`config.mk`:
```
export PLATFORM = sky130hd
export DESIGN_NAME = bk_spi_master_flat
export DESIGN_NICKNAME = d
export VERILOG_FILES = /design/src/rtl/bk_spi_master_if.sv /design/src/rtl/bk_spi_master.sv /design/src/flat_wrapper.sv
export SDC_FILE = /design/constraint.sdc
export NUM_CORES = 1
export LEC_CHECK = 0
export CORE_ASPECT_RATIO = 0.7
export CORE_MARGIN = 2
export CORE_UTILIZATION = 35
export CTS_CLUSTER_SIZE = 28
export DETAILED_ROUTE_END_ITERATION = 16
export HOLD_SLACK_MARGIN = 0.15
export MAX_ROUTING_LAYER = met4
export PLACE_DENSITY = 0.65
export SKIP_LAST_GASP = 1
export SYNTH_ARGS = -nofsm -noshare
export SYNTH_HDL_FRONTEND = slang
export SYNTH_SLANG_ARGS = --single-unit
export TNS_END_PERCENT = 50
```
`constraint.sdc`:
```
create_clock -name clk -period 2.9 [get_ports clk]
set_input_delay 0.435 -clock clk [delete_from_list [all_inputs] [get_ports clk]]
set_output_delay 0.435 -clock clk [all_outputs]
set_load 0.01 [all_outputs]
```
`src/rtl/bk_spi_master_if.sv`:
```
// CPU-side strobe/data and SPI pin bundle for bk_spi_master.
// The master modport is the engine's view; slave is the CPU/pin side.
interface bk_spi_master_if;
  logic       wren;
  logic [7:0] din;
  logic       cs_n_i;
  logic [7:0] dout;
  logic       dsr;
  logic       ovr;
  logic       sclk;
  logic       mosi;
  logic       miso;
  logic       ss_n;

  modport master (
    input  wren, din, cs_n_i, miso,
    output dout, dsr, ovr, sclk, mosi, ss_n
  );

  modport slave (
    output wren, din, cs_n_i, miso,
    input  dout, dsr, ovr, sclk, mosi, ss_n
  );
endinterface

```
`src/rtl/bk_spi_master.sv`:
```
// Byte-wide SPI mode-0 master, MSB first, with a ce-qualified SCLK divider.
// One transfer spans 16 half-periods of CLKDIV ce cycles each.
module bk_spi_master #(
  parameter int CLKDIV = 4
) (
  input  logic             clk,
  input  logic             reset,
  input  logic             ce,
  bk_spi_master_if.master  bus
);

  localparam logic [7:0] DIV_LAST = 8'(CLKDIV - 1);

  typedef enum logic [1:0] {IDLE, LOW, HIGH} state_t;

  state_t     state;
  logic [7:0] div_cnt;
  logic [2:0] bit_cnt;
  logic [6:0] tx_sr;
  logic [7:0] rx_sr;
  logic [7:0] dout_q;
  logic       dsr_q;
  logic       ovr_q;
  logic       sclk_q;
  logic       mosi_q;
  logic       ss_n_q;
  logic       div_done;

  assign div_done = (div_cnt == DIV_LAST);

  // Chip select is a plain one-cycle register of the CPU request, independent of ce.
  always_ff @(posedge clk) begin
    if (reset) ss_n_q <= 1'b1;
    else       ss_n_q <= bus.cs_n_i;
  end

  always_ff @(posedge clk) begin
    if (reset) begin
      state   <= IDLE;
      sclk_q  <= 1'b0;
      mosi_q  <= 1'b1;
      dsr_q   <= 1'b1;
      ovr_q   <= 1'b0;
      dout_q  <= 8'hFF;
      div_cnt <= '0;
      bit_cnt <= '0;
    end else if (ce) begin
      case (state)
        IDLE: begin
          if (bus.wren) begin
            mosi_q  <= bus.din[7];
            dsr_q   <= 1'b0;
            ovr_q   <= 1'b0;
            div_cnt <= '0;
            bit_cnt <= '0;
            state   <= LOW;
          end
        end
        LOW: begin
          if (bus.wren) ovr_q <= 1'b1;
          if (div_done) begin
            sclk_q  <= 1'b1;
            div_cnt <= '0;
            state   <= HIGH;
          end else begin
            div_cnt <= div_cnt + 8'd1;
          end
        end
        HIGH: begin
          // A strobe on the completing edge still counts as busy.
          if (bus.wren) ovr_q <= 1'b1;
          if (div_done) begin
            sclk_q  <= 1'b0;
            div_cnt <= '0;
            if (bit_cnt == 3'd7) begin
              mosi_q <= 1'b1;
              dout_q <= rx_sr;
              dsr_q  <= 1'b1;
              state  <= IDLE;
            end else begin
              mosi_q  <= tx_sr[6];
              bit_cnt <= bit_cnt + 3'd1;
              state   <= LOW;
            end
          end else begin
            div_cnt <= div_cnt + 8'd1;
          end
        end
        default: state <= IDLE;
      endcase
    end
  end

  // Shift registers carry data only; every transfer reloads or fully refills them.
  always_ff @(posedge clk) begin
    if (ce) begin
      if (state == IDLE && bus.wren) begin
        tx_sr <= bus.din[6:0];
      end else if (state == HIGH && div_done && bit_cnt != 3'd7) begin
        tx_sr <= {tx_sr[5:0], 1'b0};
      end
      if (state == LOW && div_done) begin
        rx_sr <= {rx_sr[6:0], bus.miso};
      end
    end
  end

  assign bus.dout = dout_q;
  assign bus.dsr  = dsr_q;
  assign bus.ovr  = ovr_q;
  assign bus.sclk = sclk_q;
  assign bus.mosi = mosi_q;
  assign bus.ss_n = ss_n_q;

endmodule
```
`src/flat_wrapper.sv`:
```
// flat-port wrapper written by rule: the top's interface ports become plain ports
module bk_spi_master_flat 
#(
  parameter int CLKDIV = 4
)
  (clk, reset, ce, bus_wren, bus_din, bus_cs_n_i, bus_miso, bus_dout, bus_dsr, bus_ovr, bus_sclk, bus_mosi, bus_ss_n);
  bk_spi_master_if bus_i ();
  input  logic clk;
  input  logic reset;
  input  logic ce;
  input wire logic [$bits(bus_i.wren)-1:0] bus_wren;
  input wire logic [$bits(bus_i.din)-1:0] bus_din;
  input wire logic [$bits(bus_i.cs_n_i)-1:0] bus_cs_n_i;
  input wire logic [$bits(bus_i.miso)-1:0] bus_miso;
  output wire logic [$bits(bus_i.dout)-1:0] bus_dout;
  output wire logic [$bits(bus_i.dsr)-1:0] bus_dsr;
  output wire logic [$bits(bus_i.ovr)-1:0] bus_ovr;
  output wire logic [$bits(bus_i.sclk)-1:0] bus_sclk;
  output wire logic [$bits(bus_i.mosi)-1:0] bus_mosi;
  output wire logic [$bits(bus_i.ss_n)-1:0] bus_ss_n;
  assign bus_i.wren = bus_wren;
  assign bus_i.din = bus_din;
  assign bus_i.cs_n_i = bus_cs_n_i;
  assign bus_i.miso = bus_miso;
  assign bus_dout = bus_i.dout;
  assign bus_dsr = bus_i.dsr;
  assign bus_ovr = bus_i.ovr;
  assign bus_sclk = bus_i.sclk;
  assign bus_mosi = bus_i.mosi;
  assign bus_ss_n = bus_i.ss_n;
  bk_spi_master #(.CLKDIV(CLKDIV)) u_core (.clk(clk), .reset(reset), .ce(ce), .bus(bus_i));
endmodule
```
Yosys cells after proc, flatten, opt, wreduce, memory -nomap -nowiden

Cells that the tools add are included.

Add/subtract/negate cells: 2
Order comparisons: 0
Shift operators: 0
Divide/modulo/power cells: 0
Muxes and demuxes: 27
Reductions and logical operators: 20
Multiply operators: 0
Bitwise operators: 0
Equal/unequal tests: 11

Operators by type and width:

| operator                                                              | number |
|---|---|
| 4-bit AND reduction                                                   | 5 |
| 8-bit two-way mux                                                     | 2 |
| 8-bit one-hot mux with 2 select lines                                 | 1 |
| 7-bit two-way mux                                                     | 2 |
| 1-bit two-way mux                                                     | 10 |
| 5-bit AND reduction                                                   | 2 |
| 3-bit two-way mux                                                     | 3 |
| 8-bit by 1-bit adder with 8-bit output, second input constant         | 1 |
| 8-bit by 2-bit equality test with 1-bit output, second input constant | 1 |
| 2-bit by 1-bit != test with 1-bit output, second input constant       | 4 |
| 1-bit one-hot mux with 2 select lines                                 | 4 |
| 2-bit nonzero test                                                    | 4 |
| 2-bit two-way mux                                                     | 3 |
| 2-bit one-hot mux with 3 select lines                                 | 1 |
| 3-bit one-hot mux with 2 select lines                                 | 1 |
| 1-bit logical AND                                                     | 4 |
| 2-bit != test, second input constant                                  | 2 |
| 2-bit AND reduction                                                   | 2 |
| 3-bit by 1-bit adder with 3-bit output, second input constant         | 1 |
| 3-bit equality test, second input constant                            | 1 |
| 3-bit != test, second input constant                                  | 1 |
| 3-bit AND reduction                                                   | 1 |
| 2-bit by 1-bit equality test with 1-bit output, second input constant | 1 |
| 2-bit equality test, second input constant                            | 1 |
| other kinds (2)                                                       | 2 |

Bits in latches: 0
Bits in read-only memories: 0
RAM bits: 0
Memories: 0
Register bits after elaboration: 41
Word-level logic and storage cells: 71
Bits of input ports: 14
Output and inout bits: 13

Depth between registers and ports, before layout

Gate-level depths: netlist (run 1).

Depth in word-level cells: 5
Gate-level depth with buffers: 7

Worst setup path after synthesis (run 1)

No wires, ideal clock.

Path kind: register to register
From: reg u_core.state[0]
To: reg u_core.tx_sr[0] (enable)
Arrival: 1,859 ps
Library setup time: 326 ps
Slack: 715 ps
Required time: 2,574 ps
Stages on the path, launching flop included: 7
Path buffers: 0
Cell sequence: dfxtp_1 inv_1 ha_1 or4b_1 or2_1 o21ai_0 and2_1

Word-level cells in the longest chain between the ends: 5

RTL lines:

| element                                | line                 | source |
|---|---|---|
| from (decl)                            | bk_spi_master.sv:16  | `state_t state;` |
| from (signal assigned)                 | bk_spi_master.sv:39  | `state <= IDLE;` |
| from (signal assigned)                 | bk_spi_master.sv:56  | `state <= LOW;` |
| from (signal assigned)                 | bk_spi_master.sv:64  | `state <= HIGH;` |
| 2-bit equality test                    | bk_spi_master.sv:99  | `end else if (state == HIGH && div_done && bit_cnt != 3'd7) begin` |
| 1-bit logical AND (2 in a row)         | bk_spi_master.sv:99  |  |
| 2-bit nonzero test (no source line) *  | --                   |  |
| 2-bit AND reduction (no source line) * | --                   |  |
| to (signal assigned)                   | bk_spi_master.sv:98  | `tx_sr <= bus.din[6:0];` |
| to (signal assigned)                   | bk_spi_master.sv:100 | `tx_sr <= {tx_sr[5:0], 1'b0};` |
| to (decl)                              | bk_spi_master.sv:19  | `logic [6:0] tx_sr;` |

Every way passes the cells marked *; elsewhere a longest branch is shown, timed or not.
A chain may end at the register's enable or synchronous reset.

Worst setup path after layout (run 1)

From: reg u_core.state[0]
To: reg u_core.tx_sr[4] (enable)

Same word-level chain as after synthesis.

==> impl_metrics.yaml, run 1 <==
route:
  antenna_nets_post_route: 0
  wl_per_cell_um: 13.0
  met2_length_um: 1410
  drc: 0
  postRouteWirelength_um: 3350
  met3_wirelength_um: 232
  vias_post_dr: 1232
  routedLengthMet1_um: 1640
  drt-initial-drc-count: 76
  routed_via_density: 4.78
  top_layer: "met4"
  dr.pass1.iters: 4
synthesis:
  dominantRegCellSynth: "sky130_fd_sc_hd__dfxtp_1"
  synthesis.instances: 159
  ys.warnings.count: 0
  synth-adder-area-share: 0.0614
  postSynthRegisterBits: 41
  synth_edf_count: 15
  dominant_combinational_cell_family_by_area_after_synthesis: "simple AND/OR/NAND/NOR gates"
  async_reset_ff_frac: 0
  syn-cell-area_um2: 1830
  post_synth_xor_area_fraction: 0.0334
  post-synth-top-area-fraction: 0.284
  netlist_top_cells_area: "sky130_fd_sc_hd__dfxtp_1 (28%), sky130_fd_sc_hd__edfxtp_1 (25%), sky130_fd_sc_hd__ha_1 (6.1%)"
  syn_avg_cell_area_um2: 11.5
  post_synth_num_cell_types: 41
  netlist.top_cell.by_area: "sky130_fd_sc_hd__dfxtp_1"
  synth_compound_gate_area_share: 0.111
  postSynthNetCount: 182
  portion_of_netlist_area_occupied_by_mux_cells: 0.0539
  yosys.area_share.simple: 0.186
  ys_seq_area_frac: 0.530
  most_common_cell_in_the_netlist: "sky130_fd_sc_hd__dfxtp_1"
  synth.cells.most_frequent: "sky130_fd_sc_hd__dfxtp_1 (26), sky130_fd_sc_hd__nor2_1 (17), sky130_fd_sc_hd__edfxtp_1 (15)"
sta:
  setup_repair_after_global_routing_missed_its_margin: "no"
  tightest_slew_ns: 0.620
  finalMaxSlewViolations: 0
  post-route-period-util: 0.826
  post-route-min-period_ns: 2.40
  hold_violation_total_from_the_final_report: 0
  setup_viol: 0
  timing.slew.headroom: 0.585
  setup_total_negative_slack_ns: 0
  fmax_mhz: 417
  fin_skew_ns: 0.00823
worst_hold_path:
  min-delay-path-class: "reg -> reg"
floorplanning:
  placeableCoreArea_um2: 4910
  initial_utilization: 0.373
  die-height_um: 64.5
  boundaryPins: 27
  floorplan.die_area_um2: 5840
  num_rows: 21
  die_boundary_width_um: 90.5
grt:
  global_route.usage.total: 0.130
  globalRouteOverflowTotal: 0
  initial_antenna_violation_count: 0
  wire_length_of_the_first_global_routing_pass_um: 5660
  grt_pass1_vias: 1192
  pin_count_of_the_biggest_net_entering_global_routing: 17
clock_network:
  tritoncts.num_buffers: 5
  post_cts_resized: 0
  cts_sinks: 41
  tritoncts: "yes"
  cts-root-to-sink-buffers: 2
  postCtsSetupBuffers: 0
  insertion_delay_ns: 0.30
  ctsRootBufferMaster: "sky130_fd_sc_hd__clkbuf_8"
  clk_pin_slew_worst_paths_ns: 0.08
  ctsHoldBuffers: 0
  cts_htree_levels: 2
setup_path:
  cp_data_arrival_time_ns: 2.37
  path_class: "reg -> reg"
  kind_of_start_point_of_the_critical_path: "flip-flop"
  critical_path.cell_chain: "inv_1 > ha_1 > or4b_1 > or2_1 > o21ai_0 > and2_1"
  endpoint_kind: "flip-flop"
  timing.critical_path.fanout_max: 8
  worst-endpoint-required_ns: 2.87
  worst_path_max_delay_cell: "sky130_fd_sc_hd__or4b_1"
  slowest_delay_ns: 0.56
cells_and_area:
  areaGrowthSynthToFinish_pct: 23.3
  num-nets-final: 211
  antennaDiodeCount: 0
  layoutNonFillerInstCount: 258
  fraction_of_layout_instances_using_a_drive_strength_above_1: 0.106
  fillerInstances: 471
placed_design:
  io_buffers: 26
  placedCellCount: 250
  hpwl_um: 2470
  routabilityCongestion: 0.863
power_and_ir_drop:
  static-leakage-power_nw: 0.808
  irDropWorstVdd_mv: 0.178
  power.density_cell_area_nw_per_um2: 506
run:
  max-cap-violations: 0
outcome:
  run_status: "finished clean"
==> critical path, delay by kind of cell, from the launching register on <==
family / cells / cell delay, ns
adders and majority gates: 1 / 0.30
and+or+nand+nor: 3 / 1.18
buffers and inverters: 1 / 0.11
AOI/OAI and AO/OA: 1 / 0.14
DFF: 1 / 0.34
==> layer usage <==
metal  global-route usage  vias up
met5                    -        -
met2                0.192       28
met4               0.0519        0
met3               0.0605        6
met1                0.153      566
li1                     -      632
==> power breakdown <==
| part | switching (mW) | total (mW) | internal, mW |
|---|---|---|---|
| registers | 0.00666 | 0.617 | 0.610 |
| clock network | 0.193 | 0.414 | 0.221 |
| logic | 0.0562 | 0.113 | 0.0569 |
| total | 0.256 | 1.14 | 0.887 |
==> sequential cells by signal (all words and copies together) (netlist names) <==
signal / count
u_core.bus.ovr: 1
u_core.tx_sr: 7
u_core.bit_cnt: 3
u_core.bus.ss_n: 1
u_core.rx_sr: 8
u_core.div_cnt: 8
u_core.bus.dsr: 1
u_core.state: 2
u_core.bus.sclk: 1
u_core.bus.mosi: 1
u_core.bus.dout: 8
==> worst paths after layout <==
| check | from | end | slack [ns] | depth (start not counted) |
|---|---|---|---|---|
| worst min-delay path | u_core.rx_sr[7] | u_core.bus.dout[7] | 0.45 | 1 |
| worst max-delay path | u_core.state[0] | u_core.tx_sr[4] | 0.50 | 6 |
| worst max register to register | u_core.state[0] | u_core.tx_sr[4] | 0.50 | 6 |
| worst min register to register | u_core.rx_sr[7] | u_core.bus.dout[7] | 0.45 | 1 |
==> cells in the final DEF, fill, tap and decap left out, types with 2 or more instances in the layout <==
cell / n
sky130_fd_sc_hd__mux2i_1: 2
sky130_fd_sc_hd__a22o_1: 2
sky130_fd_sc_hd__nand2b_1: 5
sky130_fd_sc_hd__nor2b_1: 10
sky130_fd_sc_hd__buf_4: 2
sky130_fd_sc_hd__nor4_1: 3
sky130_fd_sc_hd__clkbuf_8: 5
sky130_fd_sc_hd__a211o_1: 9
sky130_fd_sc_hd__inv_1: 2
sky130_fd_sc_hd__dfxtp_1: 26
sky130_fd_sc_hd__ha_1: 9
sky130_fd_sc_hd__edfxtp_1: 15
sky130_fd_sc_hd__nand2_1: 5
sky130_fd_sc_hd__mux2_2: 7
sky130_fd_sc_hd__xnor2_1: 7
sky130_fd_sc_hd__nor2_1: 17
sky130_fd_sc_hd__a21oi_1: 4
sky130_fd_sc_hd__clkdlybuf4s50_1: 26
sky130_fd_sc_hd__o21ai_0: 3
sky130_fd_sc_hd__nand3_1: 4
sky130_fd_sc_hd__and3_1: 2
==> metrics by stage <==
| step | setup slack (ns) | hold WS, ns | power [mW] | cell area [µm²] | utilization |
|---|---|---|---|---|---|
| after floorplan | 0.715 | 0.428 | 0.697 | 1830 | - |
| after global placement | 0.588 | 0.433 | 0.744 | 2160 | 0.439 |
| after detailed placement | 0.504 | 0.436 | 0.744 | 2160 | 0.439 |
| after CTS | 0.485 | 0.455 | 1.16 | 2260 | 0.460 |
| after global routing | 0.329 | 0.480 | 1.20 | 2260 | 0.460 |
| final | 0.504 | 0.452 | 1.14 | 2260 | 0.460 |
==> cells by family (layout without fill, tap and decap cells) <==
kind of cell	Yosys count	in the layout
compound gates	27	27
xor+xnor	7	7
fa+ha+maj	9	9
buf+inv	8	38
flops	41	41
mux	9	9
simple gates	58	58
==> final cells by class <==
| type | count | area, µm² | share of cell area |
|---|---|---|---|
| inverters | 2 | 7.51 | 0.00332 |
| multi-input cells | 110 | 817 | 0.362 |
| well taps | 69 | 86.3 | 0.0382 |
| clock inverters | 1 | 5.00 | 0.00221 |
| flip-flops and latches | 41 | 971 | 0.430 |
| clock buffers | 7 | 97.6 | 0.0432 |
| repair buffers | 28 | 275 | 0.122 |
Note: power is estimated with default switching activity, not from simulation.
==> run 2, diff against run 1 <==
PLACE_DENSITY = 0.67   (was 0.65)
clock period = 2 ns   (was 2.9 ns; I/O delays follow)
==> run 2 against run 1 <==
Against the previous run:
- final cell count up 4.3%
- core utilization up 2.9 points
- first-iteration DRC count fell by 37%
- critical endpoint is now u_core.tx_sr[0]
- largest cell class unchanged
- highest routed layer unchanged
==> impl_metrics.yaml, run 2 (synthesized netlist as in run 1, its figures left out) <==
sta:
  tightest_slew_ns: 0.510
  hold_violation_total_from_the_final_report: 0
  post-route-period-util: 0.958
  fmax_mhz: 522
  setup_total_negative_slack_ns: 0
  timing.slew.headroom: 0.659
  post-route-min-period_ns: 1.92
  finalMaxSlewViolations: 0
  fin_skew_ns: 0.0107
  setup_viol: 0
  setup_repair_after_global_routing_missed_its_margin: "no"
cells_and_area:
  utilization: 0.489
  antennaDiodeCount: 0
  fraction_of_layout_instances_using_a_drive_strength_above_1: 0.195
  mostFrequentLayoutCell: "sky130_fd_sc_hd__clkdlybuf4s50_1"
  most_used_cells_in_the_layout_excluding_fill_and_tap_cells: "sky130_fd_sc_hd__clkdlybuf4s50_1 (26), sky130_fd_sc_hd__dfxtp_1 (24), sky130_fd_sc_hd__nor2_1 (17), sky130_fd_sc_hd__edfxtp_1 (15), sky130_fd_sc_hd__buf_4 (11)"
  num-nets-final: 222
  final_area_um2: 2400
  areaGrowthSynthToFinish_pct: 31.1
clock_network:
  cts_htree_levels: 2
  cts-root-to-sink-buffers: 2
  ctsHoldBuffers: 0
  cts_sinks: 41
  tritoncts.num_buffers: 5
  clk_pin_slew_worst_paths_ns: 0.08
  insertion_delay_ns: 0.30
  ctsRootBufferMaster: "sky130_fd_sc_hd__clkbuf_8"
  tritoncts: "yes"
grt:
  initial_antenna_violation_count: 0
  grt_pass1_vias: 1307
  globalRouteOverflowTotal: 0
  global_route.usage.total: 0.134
  pin_count_of_the_biggest_net_entering_global_routing: 17
  wire_length_of_the_first_global_routing_pass_um: 6000
floorplanning:
  boundaryPins: 27
  die-height_um: 64.5
  floorplan.die_area_um2: 5840
  placeableCoreArea_um2: 4910
  die_boundary_width_um: 90.5
  initial_utilization: 0.373
  num_rows: 21
setup_path:
  worst-endpoint-required_ns: 2.02
  reg2reg_slack_ns: 0.08
  path_class: "reg -> reg"
  timing.critical_path.fanout_max: 7
  kind_of_start_point_of_the_critical_path: "flip-flop"
  reg2regPathDepth: 5
  endpoint_kind: "flip-flop"
  cp_data_arrival_time_ns: 1.93
power_and_ir_drop:
  internal_power_mw: 1.33
  power.density_cell_area_nw_per_um2: 716
  total_power_mw: 1.72
  net-switching-power_mw: 0.388
  pwr-share-comb: 0.105
  power.switching_fraction: 0.225
  irDropWorstVdd_mv: 0.241
  seqPwrFrac: 0.519
  static-leakage-power_nw: 0.881
  clk_pwr_share: 0.376
route:
  drt-initial-drc-count: 48
  wl_per_cell_um: 12.8
  drc: 0
  antenna_nets_post_route: 0
  postRouteWirelength_um: 3440
  dr.pass1.iters: 4
  routed_via_density: 4.81
  vias_post_dr: 1295
placed_design:
  io_buffers: 26
  hpwl_um: 2510
  routabilityCongestion: 0.795
  dpl-instance-area_um2: 2290
worst_hold_path:
  worstHoldPathCells: 0
  min-delay-path-class: "reg -> reg"
run:
  max-cap-violations: 0
outcome:
  run_status: "finished clean"
==> run 2: power groups by stage <==
stage	Clock (mW)	Combinational [mW]	Sequential [mW]
final	0.647	0.181	0.893
after global routing	0.711	0.199	0.896
after CTS	0.670	0.181	0.893
after detailed placement	0	0.180	0.912
after global placement	0	0.181	0.912
after floorplan	0	0.0998	0.915
==> run 2: final timing paths <==
path | endpoint | start
max | u_core.tx_sr[0] | u_core.div_cnt[1]
min | u_core.rx_sr[5] | u_core.rx_sr[4]
max reg2reg | u_core.tx_sr[0] | u_core.div_cnt[1]
min reg2reg | u_core.rx_sr[5] | u_core.rx_sr[4]
==> run 2: area by class of cell <==
type / instances / area [µm²]
Clock buffer: 7 / 108
Clock inverter: 1 / 7.51
Inverter: 2 / 7.51
Fill cell: 450 / 2510
Multi-Input combinational cell: 110 / 838
Sequential cell: 41 / 973
Tap cell: 69 / 86.3
Timing Repair Buffer: 39 / 383
==> run 2: through the flow <==
step | worst slack, ns | std cells | hold WS, ns
CTS | 0.0222 | 269 | 0.450
global placement | 0.0670 | 261 | 0.436
floorplan | 0.00984 | 159 | 0.399
global route | 0.00960 | 269 | 0.462
finish | 0.0837 | 269 | 0.450
detailed placement | 0.0249 | 261 | 0.437
==> run 2: per-layer routing <==
| metal | up-vias | GRT usage | part of all wire | routed length (µm) |
|---|---|---|---|---|
| met1 | 610 | 0.173 | 0.53 | 1820 |
| met4 | 0 | 0.0462 | 0.015 | 50 |
| li1 | 658 | - | - | - |
| met3 | 6 | 0.0523 | 0.052 | 177 |
| met2 | 21 | 0.191 | 0.40 | 1380 |
| met5 | - | - | 0 | 0 |
==> run 2: critical path, stage by stage (launching register included) <==
cell	delay [ns]
sky130_fd_sc_hd__dfxtp_2	0.35
sky130_fd_sc_hd__ha_1	0.17
sky130_fd_sc_hd__or4b_4	0.52
sky130_fd_sc_hd__or2_4	0.28
sky130_fd_sc_hd__o21ai_1	0.11
sky130_fd_sc_hd__and2_4	0.21
==> run 2: repair_timing <==
item | 4_1_cts | 5_1_grt
gates resized for setup | 0 | 4
setup endpoints to repair | 0 | 10
setup buffers | 0 | 0
==> run 3, diff against run 2 <==
SKIP_LAST_GASP = default   (was 1)
==> results of run 3 <==
Same layout as run 2: the final DEF is identical, and so are final timing and power.
